===== src/rtl/serial_compare_arbiter.sv =====
// Two-requester round-robin arbiter feeding a bit-serial, MSB-first unsigned magnitude comparator.
// A grant is offered combinationally in IDLE; the winner's operands are taken on the edge that ends the grant cycle.
module serial_compare_arbiter #(
    parameter int WIDTH = 8
) (
    input  logic             clk,
    input  logic             rst_n,
    input  logic             req0,
    input  logic [WIDTH-1:0] a0,
    input  logic [WIDTH-1:0] b0,
    input  logic             req1,
    input  logic [WIDTH-1:0] a1,
    input  logic [WIDTH-1:0] b1,
    output logic             gnt0,
    output logic             gnt1,
    output logic             busy,
    output logic             done,
    output logic             done_id,
    output logic             eq,
    output logic             gt,
    output logic             lt,
    output logic [1:0]       dbg_state
);

    localparam int CW = (WIDTH > 1) ? $clog2(WIDTH) : 1;

    typedef enum logic [1:0] {
        IDLE = 2'd0,
        CMP  = 2'd1,
        DONE = 2'd2
    } state_t;

    state_t          state, state_nxt;
    logic [WIDTH-1:0] a_q, b_q;
    logic [CW-1:0]    cnt;
    logic             cur_id;
    logic             last_id;
    logic [1:0]       rst_sync;
    logic             rst_ok;
    logic             pick0, pick1, grant_en;
    logic             bit_a, bit_b;

    // Reset release is synchronised: no grant can be offered until two clean edges have passed.
    always_ff @(posedge clk or negedge rst_n) begin
        if (!rst_n) rst_sync <= 2'b00;
        else        rst_sync <= {rst_sync[0], 1'b1};
    end
    assign rst_ok = rst_sync[1];

    // Handshake: reqN is a level held until gntN; gntN is high for exactly the one IDLE cycle whose closing edge transfers the operands.
    assign pick0    = req0 & (~req1 | last_id);
    assign pick1    = req1 & ~pick0;
    assign grant_en = (state == IDLE) & rst_ok;
    assign gnt0     = grant_en & pick0;
    assign gnt1     = grant_en & pick1;

    assign bit_a     = a_q[cnt];
    assign bit_b     = b_q[cnt];
    assign done      = (state == DONE);
    assign busy      = (state != IDLE) | gnt0 | gnt1;
    assign dbg_state = state;

    always_comb begin
        state_nxt = state;
        case (state)
            IDLE:    if (gnt0 | gnt1) state_nxt = CMP;
            CMP:     if ((bit_a != bit_b) || (cnt == '0)) state_nxt = DONE;
            DONE:    state_nxt = IDLE;
            default: state_nxt = IDLE;
        endcase
    end

    always_ff @(posedge clk or negedge rst_n) begin
        if (!rst_n) begin
            state   <= IDLE;
            a_q     <= '0;
            b_q     <= '0;
            cnt     <= '0;
            cur_id  <= 1'b0;
            last_id <= 1'b1;
            done_id <= 1'b0;
            eq      <= 1'b0;
            gt      <= 1'b0;
            lt      <= 1'b0;
        end else begin
            state <= state_nxt;
            if (gnt0 | gnt1) begin
                a_q     <= gnt1 ? a1 : a0;
                b_q     <= gnt1 ? b1 : b0;
                cnt     <= CW'(WIDTH - 1);
                cur_id  <= gnt1;
                last_id <= gnt1;
            end
            // Result flags and owner only move on the edge into DONE, so they hold between done pulses.
            if (state == CMP) begin
                if (bit_a != bit_b) begin
                    gt      <= bit_a;
                    lt      <= bit_b;
                    eq      <= 1'b0;
                    done_id <= cur_id;
                end else if (cnt == '0) begin
                    eq      <= 1'b1;
                    gt      <= 1'b0;
                    lt      <= 1'b0;
                    done_id <= cur_id;
                end else begin
                    cnt <= cnt - CW'(1);
                end
            end
        end
    end

endmodule


===== config.mk =====
export PLATFORM = sky130hd
export DESIGN_NAME = serial_compare_arbiter
export DESIGN_NICKNAME = d
export VERILOG_FILES = /design/src/rtl/serial_compare_arbiter.sv
export SDC_FILE = /design/constraint.sdc
export NUM_CORES = 1
export LEC_CHECK = 0
export CORE_MARGIN = 2
export CORE_UTILIZATION = 35
export CTS_CLUSTER_SIZE = 28
export DETAILED_ROUTE_END_ITERATION = 8
export HOLD_SLACK_MARGIN = 0.1
export MAX_ROUTING_LAYER = met4
export PLACE_DENSITY_LB_ADDON = 0.12
export SLEW_MARGIN = 30
export SYNTH_ARGS = -nofsm -noshare
export SYNTH_HDL_FRONTEND = slang
export SYNTH_SLANG_ARGS = --single-unit

===== constraint.sdc =====
create_clock -name clk -period 3 [get_ports clk]
set_clock_uncertainty 0.15 [all_clocks]
set_input_delay 0.6 -clock clk [delete_from_list [all_inputs] [get_ports clk]]
set_output_delay 0.6 -clock clk [all_outputs]
set_load 0.03 [all_outputs]

After elaboration in Yosys (flattened, before gate mapping). Cells that the tools add are included.

Input port bits: 36. Word-level logic and storage cells: 56. Register bits after elaboration: 29.

Add/subtract/negate cells: 1. Reduce and logical (&&, ||, !) cells: 7. Eq/ne operators: 5. Muxes and demuxes: 20. Magnitude comparators: 1. Bitwise gates (word level): 11.

Operators with widths (count): 8-bit 2-to-1 mux (2); 3-bit 2-to-1 mux (4); 1-bit 2-to-1 mux (9); 1-bit binary-select mux with 3-bit select (2); 1-bit AND (5); 3-bit by 4-bit less-than comparator with 1-bit output (second input constant) (1); 2-bit 2-to-1 mux (2); 1-bit OR (4); 2-bit case mux with 2 select lines (1); 2-bit AND reduction (2); 2-bit nonzero test (2); 3-bit logical NOT (1); 3-bit by 1-bit subtractor with 3-bit output (second input constant) (1); 2-bit by 1-bit == test with 1-bit output (second input constant) (1); 2-bit == test (second input constant) (1); 2-bit logical NOT (1); 2-bit by 1-bit inequality test with 1-bit output (second input constant) (1); 2-bit inequality test (second input constant) (1); 1-bit inverter (2); 1-bit logical OR (1); 1-bit inequality test (1).

Longest topological paths before layout.
Depth after elaboration: 11. Gate-level depth with buffers: 7. Mapped depth without buffers: 6.

Least setup slack after synthesis. Ideal clock, no wire load.

Path type: register -> register. Start: register cnt[0]. End: register done_id. Data required time: 2.722 ns. Period minus slack after synthesis: 2.260 ns. Library setup time: 0.128 ns. Stages on the path, launching flop included: 8. Path slack: 0.740 ns. Data arrival time: 1.983 ns. Path through: dfrtp_1 > buf_2 > mux4_2 > nand2_1 > and2_1 > ha_1 > a21oi_2 > mux2_1.

Cells in the longest elaborated chain, start to end: 5. Elaborated cells between the ends (all ways): 9. Classes of those cells: eq/ne (1); mux (5); reduce/logical (3).

Ends and longest elaborated chain: from (decl) (line 35) `logic [CW-1:0] cnt;`; from (signal assigned) (line 90) `cnt <= CW'(WIDTH - 1);`; from (signal assigned) (line 107) `cnt <= cnt - CW'(1);`; 1-bit binary-select mux with 3-bit select, on equally long branches (line 57, 58); 1-bit 2-to-1 mux, on equally long branches (line 57, 58); 1-bit inequality test (line 96) `if (bit_a != bit_b) begin`; 2-bit nonzero test (no source line); 2-bit AND reduction (no source line); to (signal assigned) (line 100) `done_id <= cur_id;`; to (signal assigned) (line 105) `done_id <= cur_id;`; to (decl) (line 18) `output logic done_id,`.

Several ways; a longest one is shown, not always the timed one. The select of a mux whose other input is x is not followed. A chain may end at the register's enable or synchronous reset.

Worst setup path in the final report. Same ends and word-level chain as after synthesis.

==> reports/qor.csv <==
stage,metric,value,unit
worst_setup_path,Critical Path Source Type,flop,
pwr,combinational share of power,45.7,%
sta,Max Fclk,413.9,MHz
worst_setup_path,CP required,3.02,ns
global_routing,GR Util All Layers,17.04,%
synthesis,"Primary FF master, synth",dfrtp_1,
final_layout,"most common cell after layout, fill and taps aside",clkdlybuf4s50_1,
synthesis,post-synthesis sequential area ratio,49.24,%
pwr,clock share of power,18.6,%
flow_run,Max Cap Viol,0,
floorplan,core region area,4029,um^2
drt,vias per cell,5.201,
clock_network,maximum clock insertion buffer count,2,
clock_network,hold buffers post-CTS,0,
final_layout,fraction of layout cells with a size suffix above 1,13.61,%
worst_setup_path,CP Class,flop to flop,
final_layout,fin nets,208,
placement,routability cong.,0.7317,
floorplan,Die X,68.95,um
clock_network,H-tree levels,2,
worst_setup_path,Reg-to-Reg Start,cnt[0],
worst_setup_path,Reg-to-Reg End,done_id,
clock_network,Post CTS Setup Buffer Count,0,
clock_network,PostCTS Resize Cnt,0,
synthesis,Post-Syn Area,1476,um^2
sta,Final Hold Viols,0,
final_layout,highest-count cells in the layout ignoring fill and taps,"42 x clkdlybuf4s50_1, 28 x dfrtp_1, 16 x a221o_1, 13 x a21boi_0",
floorplan,DIE HEIGHT,68.95,um
clock_network,clock slew at reported path FFs,0.07,ns
sta,period utilization,80.54,%
sta,min cycle time layout,2.416,ns
pwr,leakage,0.9067,nW
worst_setup_path,Worst Path Arrival,2.43,ns
final_layout,final-layout fill cell count,372,
final_layout,post-layout util,50.99,%
pwr,Power Density,929.0,nW/um^2
final_layout,area occupied by registers,726.9,um^2
sta,max-slew violation count,0,
synthesis,"FF+latch count, synth",29,
synthesis,fraction of registers with async set/reset,100.0,%
drt,drt wl/cell,14.99,um
global_routing,initial antenna violation count,0,
pwr,"Power, Total",0.001909,W
drt,final WL,3282,um
pwr,Flop pwr share,35.6,%
sta,# setup viols final,0,
synthesis,Avg Inst Size Synth,12.30,um^2
placement,IO buf count,45,
global_routing,first-pass GRT wire length,5685,um
floorplan,starting density of the core,36.65,%
floorplan,DIE AREA,4754,um^2
worst_hold_path,worst hold path type,flop to flop,
pwr,switch share,35.46,%
pwr,switching power,0.0006768,W
synthesis,Syn Nets,160,
floorplan,I/O pin cnt,46,
worst_hold_path,WHS Endpoint,rst_sync[1],
status,status,completed,
final_layout,"Area growth, synth to finish",39.15,%
synthesis,Post-synth EDFFs,0,
sta,setup TNS,0,ns
drt,Initial DRT Pass Iterations,4,
floorplan,FP Rows,23,
sta,RSZ-0062 raised after global routing,no,
synthesis,count of cell types in the netlist,32,
worst_hold_path,hold path startpoint,rst_sync[0],
clock_network,CTS tree,done,
synthesis,yosys warns,0,
global_routing,vias in the first global route,1215,
worst_setup_path,CP max FO,5,
drt,DR iter-0 viols,101,
drt,via count,1139,
clock_network,CTS sink cnt,29,
final_layout,Multi-input gate area,668.1,um^2
placement,placed cell count,211,
synthesis,Gate Count Post-Synth,120,
final_layout,ANT cells,0,
pwr,Max VDD drop,0.2922,mV
worst_setup_path,Critical Path Sink Type,flop,
drt,drt drc,0,
clock_network,clk_lat worst skew,0.28,ns
clock_network,CTS buffer count,5,
worst_setup_path,Worst R2R Path Depth,6,
placement,Post-DP HPWL,2438,um
global_routing,largest net degree at the start of global routing,30,
global_routing,"Remaining Overflow, GRT",0,
final_layout,Non-Filler Instances,219,
worst_setup_path,r2r setup slk,0.58,ns
worst_hold_path,hold path depth,0,
drt,Post-DRT Antenna Nets,0,
pwr,Power Internal,0.001232,W
clock_network,CTS root buffer,clkbuf_8,
-- state kept, by name (all words and copies together), names as in the netlist --
signal and count:
lt 1, b_q 8, gt 1, cur_id 1
eq 1, cnt 3, rst_sync 2, a_q 8
done_id 1, last_id 1, dbg_state 2
-- critical path, stage by stage, from the launching register on --
cell     delay, ns
dfrtp_1       0.49
mux4_2        0.54
nand2_1       0.09
and2_1        0.13
ha_1          0.28
a21oi_2       0.27
mux2_1        0.35
-- metal layers --
metal | wire (um) | GRT usage, %
met4 | 53 | 7.353
met2 | 1540 | 26.80
met1 | 1543 | 21.43
met3 | 144 | 3.409
met5 | 0 | -
-- metrics by stage --
stage               area [um^2]  hold WS, ns  setup WS (ns)
detailed placement         1953       0.2049         0.5586
global route               2054       0.2256         0.4634
finish                     2054       0.2157         0.5839
global placement           1953       0.1904         0.6427
CTS                        2054       0.2201         0.5606
floorplan                  1476       0.1544         0.7398
-- layout make-up --
cell class              instances  share of cell area (%)
clock buffers                   7                   4.689
clock inverters                 1                  0.2436
inverters                       4                  0.7308
multi-input cells              78                   32.52
flip-flops and latches         29                   35.38
well taps                      50                   3.045
repair buffers                 50                   23.39
-- cells in the mapped netlist (all sizes together) (2+ instances only) --
master,n,area (um^2)
inv,4,15.01
a221o,16,160.2
buf,9,66.31
nor2,3,11.26
dfrtp,28,700.7
nand2,8,30.03
mux2,3,33.78
and3,2,12.51
mux4,4,90.09
a21oi,4,23.77
ha,4,50.05
and2,3,18.77
nand2b,2,12.51
a21boi,16,120.1
-- worst max-delay path by stage --
stage	start	endpoint	slack, ns	depth (start not counted)
3_5_place_dp	cnt[0]	done_id	0.56	6
6_report	cnt[0]	done_id	0.58	6
5_1_grt	cnt[0]	done_id	0.46	6
4_1_cts	cnt[0]	done_id	0.56	6
2_1_floorplan	cnt[0]	done_id	0.74	7
3_3_place_gp	cnt[0]	done_id	0.64	6
-- power groups by stage --
stage                     sequential (W)  combinational (W)  clock, W
after floorplan                 0.000699           0.000600         0
after global placement          0.000692           0.000864         0
after detailed placement        0.000689           0.000879         0
after CTS                       0.000684           0.000885  0.000364
after global routing            0.000703           0.000978  0.000383
final                           0.000680           0.000873  0.000356
-- cell families (layout without fill, tap and decap cells) --
group / count (synthesis) / after routing / share of synthesized area [%]
DFF: 29 / 29 / 49.24
AOI/OAI and AO/OA: 40 / 40 / 22.88
and+or+nand+nor: 25 / 25 / 9.662
adders and majority gates: 4 / 4 / 3.390
muxes: 8 / 8 / 9.068
other: 1 / 1 / 0.2540
buffers and inverters: 13 / 62 / 5.508
No activity file was read; power rests on OpenSTA's default activity.
